===== src/rtl/mpeg_muxer.sv =====
// mpeg_muxer: packs elementary-stream bytes into an MPEG-1 system stream
// (pack header, PES header with optional PTS, payload passthrough, end code).
module mpeg_muxer #(
    parameter logic [21:0] MUX_RATE = 22'd3528
) (
    input  logic        clk,
    input  logic        reset_n,
    input  logic        cmd_valid,
    output logic        cmd_ready,
    input  logic        cmd_pack,
    input  logic [32:0] cmd_scr,
    input  logic [7:0]  cmd_stream_id,
    input  logic [15:0] cmd_length,
    input  logic        cmd_pts_valid,
    input  logic [32:0] cmd_pts,
    input  logic        cmd_end,
    input  logic [7:0]  in_data,
    input  logic        in_valid,
    output logic        in_ready,
    output logic [7:0]  out_data,
    output logic        out_valid,
    input  logic        out_ready,
    output logic        busy
);

    typedef enum logic [3:0] {
        S_IDLE, S_PACK_SC, S_SCR, S_MUXR, S_PES_SC,
        S_PES_LEN, S_PTS, S_NOPTS, S_PAYLOAD, S_END_SC
    } state_t;

    state_t      state_q, state_d, hdr_next;
    logic [2:0]  idx_q, idx_d, last_idx;
    logic [15:0] rem_q, rem_d, pes_len;
    logic [32:0] scr_q, scr_d, pts_q, pts_d;
    logic [7:0]  id_q, id_d;
    logic        pts_valid_q, pts_valid_d;
    logic [7:0]  out_data_q, out_data_d, hdr_byte;
    logic        out_valid_q, out_valid_d;
    logic        load;

    // SCR and PTS share the 33-bit timestamp layout with marker bits.
    function automatic logic [7:0] ts_byte(input logic [32:0] v, input logic [2:0] i);
        case (i)
            3'd0:    ts_byte = {4'b0010, v[32:30], 1'b1};
            3'd1:    ts_byte = v[29:22];
            3'd2:    ts_byte = {v[21:15], 1'b1};
            3'd3:    ts_byte = v[14:7];
            default: ts_byte = {v[6:0], 1'b1};
        endcase
    endfunction

    function automatic logic [7:0] sc_byte(input logic [7:0] code, input logic [2:0] i);
        case (i)
            3'd0, 3'd1: sc_byte = 8'h00;
            3'd2:       sc_byte = 8'h01;
            default:    sc_byte = code;
        endcase
    endfunction

    assign load      = !out_valid_q || out_ready;
    assign cmd_ready = (state_q == S_IDLE);
    assign in_ready  = (state_q == S_PAYLOAD) && load;
    assign busy      = (state_q != S_IDLE) || out_valid_q;
    assign out_data  = out_data_q;
    assign out_valid = out_valid_q;
    assign pes_len   = rem_q + (pts_valid_q ? 16'd5 : 16'd1);

    always_comb begin
        hdr_byte = '0;
        last_idx = '0;
        hdr_next = S_IDLE;
        case (state_q)
            S_PACK_SC: begin hdr_byte = sc_byte(8'hBA, idx_q); last_idx = 3'd3; hdr_next = S_SCR;    end
            S_SCR:     begin hdr_byte = ts_byte(scr_q, idx_q); last_idx = 3'd4; hdr_next = S_MUXR;   end
            S_MUXR: begin
                case (idx_q)
                    3'd0:    hdr_byte = {1'b1, MUX_RATE[21:15]};
                    3'd1:    hdr_byte = MUX_RATE[14:7];
                    default: hdr_byte = {MUX_RATE[6:0], 1'b1};
                endcase
                last_idx = 3'd2;
                hdr_next = S_PES_SC;
            end
            S_PES_SC:  begin hdr_byte = sc_byte(id_q, idx_q);  last_idx = 3'd3; hdr_next = S_PES_LEN; end
            S_PES_LEN: begin
                hdr_byte = (idx_q == 3'd0) ? pes_len[15:8] : pes_len[7:0];
                last_idx = 3'd1;
                hdr_next = pts_valid_q ? S_PTS : S_NOPTS;
            end
            S_PTS: begin
                hdr_byte = ts_byte(pts_q, idx_q);
                last_idx = 3'd4;
                hdr_next = (rem_q == '0) ? S_IDLE : S_PAYLOAD;
            end
            S_NOPTS: begin
                hdr_byte = 8'h0F;
                hdr_next = (rem_q == '0) ? S_IDLE : S_PAYLOAD;
            end
            S_END_SC:  begin hdr_byte = sc_byte(8'hB9, idx_q); last_idx = 3'd3; hdr_next = S_IDLE; end
            default: ;
        endcase
    end

    always_comb begin
        state_d     = state_q;
        idx_d       = idx_q;
        rem_d       = rem_q;
        scr_d       = scr_q;
        pts_d       = pts_q;
        id_d        = id_q;
        pts_valid_d = pts_valid_q;
        out_data_d  = out_data_q;
        out_valid_d = out_valid_q;
        case (state_q)
            S_IDLE: begin
                if (load) out_valid_d = 1'b0;
                if (cmd_valid) begin
                    scr_d       = cmd_scr;
                    pts_d       = cmd_pts;
                    id_d        = cmd_stream_id;
                    rem_d       = cmd_length;
                    pts_valid_d = cmd_pts_valid;
                    state_d     = cmd_end ? S_END_SC : (cmd_pack ? S_PACK_SC : S_PES_SC);
                    // Every packet opens with 0x00, so it loads on acceptance for N+1 latency.
                    if (load) begin
                        out_data_d  = 8'h00;
                        out_valid_d = 1'b1;
                        idx_d       = 3'd1;
                    end else begin
                        idx_d = '0;
                    end
                end
            end
            S_PAYLOAD: begin
                if (load) begin
                    out_valid_d = in_valid;
                    if (in_valid) begin
                        out_data_d = in_data;
                        rem_d      = rem_q - 16'd1;
                        if (rem_q == 16'd1) state_d = S_IDLE;
                    end
                end
            end
            default: begin
                if (load) begin
                    out_data_d  = hdr_byte;
                    out_valid_d = 1'b1;
                    if (idx_q == last_idx) begin
                        state_d = hdr_next;
                        idx_d   = '0;
                    end else begin
                        idx_d = idx_q + 3'd1;
                    end
                end
            end
        endcase
    end

    always_ff @(posedge clk or negedge reset_n) begin
        if (!reset_n) begin
            state_q     <= S_IDLE;
            idx_q       <= '0;
            rem_q       <= '0;
            scr_q       <= '0;
            pts_q       <= '0;
            id_q        <= '0;
            pts_valid_q <= 1'b0;
            out_data_q  <= '0;
            out_valid_q <= 1'b0;
        end else begin
            state_q     <= state_d;
            idx_q       <= idx_d;
            rem_q       <= rem_d;
            scr_q       <= scr_d;
            pts_q       <= pts_d;
            id_q        <= id_d;
            pts_valid_q <= pts_valid_d;
            out_data_q  <= out_data_d;
            out_valid_q <= out_valid_d;
        end
    end

endmodule


===== config.mk =====
export PLATFORM = sky130hd
export DESIGN_NAME = mpeg_muxer
export DESIGN_NICKNAME = d
export VERILOG_FILES = /design/src/rtl/mpeg_muxer.sv
export SDC_FILE = /design/constraint.sdc
export NUM_CORES = 1
export LEC_CHECK = 0
export ABC_CLOCK_PERIOD_IN_PS = 3000
export BUFFER_PORTS_ARGS = -buffer_cell sky130_fd_sc_hd__buf_2
export CORE_AREA = 4 4 147 149
export CTS_CLUSTER_SIZE = 25
export DETAILED_ROUTE_END_ITERATION = 8
export DIE_AREA = 0 0 151 153
export PLACE_DENSITY = 0.5
export REMOVE_ABC_BUFFERS = 1
export SLEW_MARGIN = 5
export SYNTH_ARGS = -nofsm -noshare
export SYNTH_HDL_FRONTEND = slang
export SYNTH_SLANG_ARGS = --single-unit

===== constraint.sdc =====
create_clock -name clk -period 3 [get_ports clk]
set_input_delay 0.3 -clock clk [delete_from_list [all_inputs] [get_ports clk]]
set_output_delay 0.3 -clock clk [all_outputs]
set_load 0.005 [all_outputs]

==> results.sh <==
export IMPL_status="completed"
export IMPL_drtPass1Iterations=5
export IMPL_wl_per_cell_um=18.7
export IMPL_syn_area_mm2=0.00604
export IMPL_dp_hpwl_um=13800
export IMPL_core_mm2=0.0202
export IMPL_finalMaxSlewViolations=0
export IMPL_clockBufferDepth=2
export IMPL_rr_worst_depth=8
export IMPL_yosys_area_top_type="dfrtp_1"
export IMPL_start_util_pct=30.0
export IMPL_place_area_mm2=0.00693
export IMPL_period_minus_slack_ns=2.63
export IMPL_drt_iter0_markers=233
export IMPL_first_global_vias=5093
export IMPL_p_leak_uw=0.00302
export IMPL_design_area_mm2=0.00723
export IMPL_async_flop_share_pct=100
export IMPL_fillCellCount=2061
export IMPL_synth_seq_cells=107
export IMPL_setup_tns_ns=0
export IMPL_drive_above_1_share_pct=34.0
export IMPL_grt_total_usage_pct=15.6
export IMPL_die_area_mm2=0.0231
export IMPL_cts_sinks=107
export IMPL_ys_flop_type="dfrtp_1"
export IMPL_maxCapViolations=0
export IMPL_arrival_ns=2.84
export IMPL_end_kind="flip-flop"
export IMPL_synth_seq_area_share_pct=44.3
export IMPL_hold_viol=0
export IMPL_cts_inserted_buffers=9
export IMPL_crit_start="idx_q[0]"
export IMPL_hold_path_class="input pin to async pin"
export IMPL_clock_skew_ns=0.00711
export IMPL_path_class="flip-flop to flip-flop"
export IMPL_synthDominantCellAreaShare_pct=44.3
export IMPL_routed_via_count=5059
export IMPL_cp_max_fo=13
export IMPL_drtAntennaViolNets=0
export IMPL_drc_errors=0
export IMPL_routed_wl_um=18100
export IMPL_fmax_mhz=381
export IMPL_ys_warn_count=0
export IMPL_cts_resized=0
export IMPL_finalSetupViolCount=0
export IMPL_dieHeight_um=153
export IMPL_die_width_um=151
export IMPL_r2r_start="idx_q[0]"
export IMPL_cts_hold_buf=0
export IMPL_grt_overflow=0
export IMPL_rows=52
export IMPL_synth_edf_count=0
export IMPL_post_cts_buffers=0
export IMPL_ys_types=69
export IMPL_tritoncts="done"
export IMPL_tightestPinTransition_ns=0.983
export IMPL_dp_cells=952
export IMPL_cp_required_ns=3.22
export IMPL_layout_nets=809
export IMPL_grt_setup_unrepaired="false"
export IMPL_period_share_pct=87.5
export IMPL_syn_area_per_cell_um2=10.3
export IMPL_grt_pass1_wl_um=28600
export IMPL_viasPerCell=5.23
export IMPL_diodes=0
export IMPL_vdd_drop_max_mv=0.427
export IMPL_root_buffer="clkbuf_16"
export IMPL_power_density_mw_per_mm2=1080
export IMPL_clkTransAtPathRegs_ns=0.08
export IMPL_cts_htree_levels=3
export IMPL_synth_area_top_cells="dfrtp_1, mux2_2, nor2_1"
export IMPL_syn_inst=589
export IMPL_port_buffer_count=117
export IMPL_ios=118
export IMPL_stdcell_count=967
export IMPL_place_gp_congestion=0.848
export IMPL_insertion_delay_ns=0.35
export IMPL_fin_util_pct=35.9
export IMPL_antenna_found_initial=0
export IMPL_grt_max_degree=77
export IMPL_max_slew_margin_pct=34.5
export IMPL_start_kind="flip-flop"
export IMPL_areaGrowthSynthToFinish_pct=19.7
-- area by class of cell --
class                      count  area, um^2  area share, %
clock buffer                  10         239           3.30
clock inverter                 5        67.6          0.934
multi-input combinational    427        3110           43.0
inverter                      12        45.0          0.623
sequential                   107        2680           37.0
tap                          270         338           4.67
timing repair buffer         136         756           10.4
-- layer usage --
layer  up-vias  wire [um]  global-route usage [%]
li1       2391          -                       -
met1      2518       8740                    22.5
met2       133       8370                    24.1
met3        17        711                    3.14
met4         0        288                    3.71
met5         -          0                       0
-- cells by family (layout without fill, tap and decap cells) --
group	after synthesis	count (layout)	share of synthesized area [%]
xor+xnor	13	13	1.88
compound gates	159	159	18.5
flops	107	107	44.3
fa+ha+maj	10	10	2.07
buf+inv	55	163	4.35
mux	79	79	14.7
simple gates	166	166	14.1
-- final timing paths --
| path | end | slack, ns |
|---|---|---|
| worst max-delay path | out_data[1] | 0.37 |
| worst min-delay path | scr_q[20] | 0.11 |
| worst max register to register | out_data[1] | 0.37 |
| worst min register to register | pts_q[24] | 0.50 |
| max in group asynchronous | scr_q[6] | 2.06 |
| min in group clk | pts_q[21] | 0.16 |
-- report_power, final --
part / internal, uW / switching [uW]
combinational: 1740 / 1890
clock: 681 / 583
sequential: 2180 / 733
total: 4600 / 3200
-- synthesized netlist by cell type, types with 5 or more instances --
cell type / number
o22ai_1: 7
nand2b_1: 7
nand3_1: 11
dfrtp_1: 107
mux2_2: 68
clkbuf_1: 15
o22a_1: 5
ha_1: 10
nor3_1: 17
o21ai_0: 31
a21boi_0: 5
nand4_1: 9
nor2_1: 52
xor2_1: 8
nand2_1: 38
nor2b_1: 6
mux2_1: 7
inv_1: 11
a222oi_1: 15
a21oi_1: 33
a221oi_1: 6
a31oi_1: 8
buf_2: 21
xnor2_1: 5
-- cell usage in the layout (no fill, tap or decap), drive strengths merged, types with 3 or more instances in the layout --
master,instances
a21oi,33
or2,3
nor3b,4
nor4,4
a2111oi,3
o32a,4
a222oi,15
nand3,11
mux2,76
a211oi,3
mux2i,3
o221ai,3
o22ai,7
clkbuf,10
o211ai,4
o21a,4
ha,10
o31a,3
inv,15
o22a,5
nor2,53
a31oi,9
xor2,8
buf,136
nor2b,6
nand4,9
a221oi,6
dfrtp,107
nand2,38
o21ai,34
a21boi,5
nand2b,8
or3,3
xnor2,5
nor3,20
-- critical path, cell delays in order, from the launching register on --
cell	delay, ns
dfrtp_1	0.46
inv_1	0.20
ha_1	0.44
nor3_1	0.21
o21ba_2	0.33
a221oi_1	0.36
nor2_1	0.06
a2111oi_0	0.29
a31oi_1	0.14
-- per-stage QoR --
step                hold slack [ns]  worst slack [ns]  power, uW
finish                        0.109             0.375       7800
floorplan                   0.00441            -0.172       5280
global route                  0.141             0.102       8380
detailed placement            0.484             0.443       6560
CTS                           0.149             0.423       7840
global placement              0.487             0.551       6450
-- flip-flops by register name, summed over array words and instances (netlist names) --
register / cells
out_data: 8
pts_valid_q: 1
state_q: 4
id_q: 8
out_valid: 1
rem_q: 16
scr_q: 33
pts_q: 33
idx_q: 3
(Power assumes the default switching activity.)
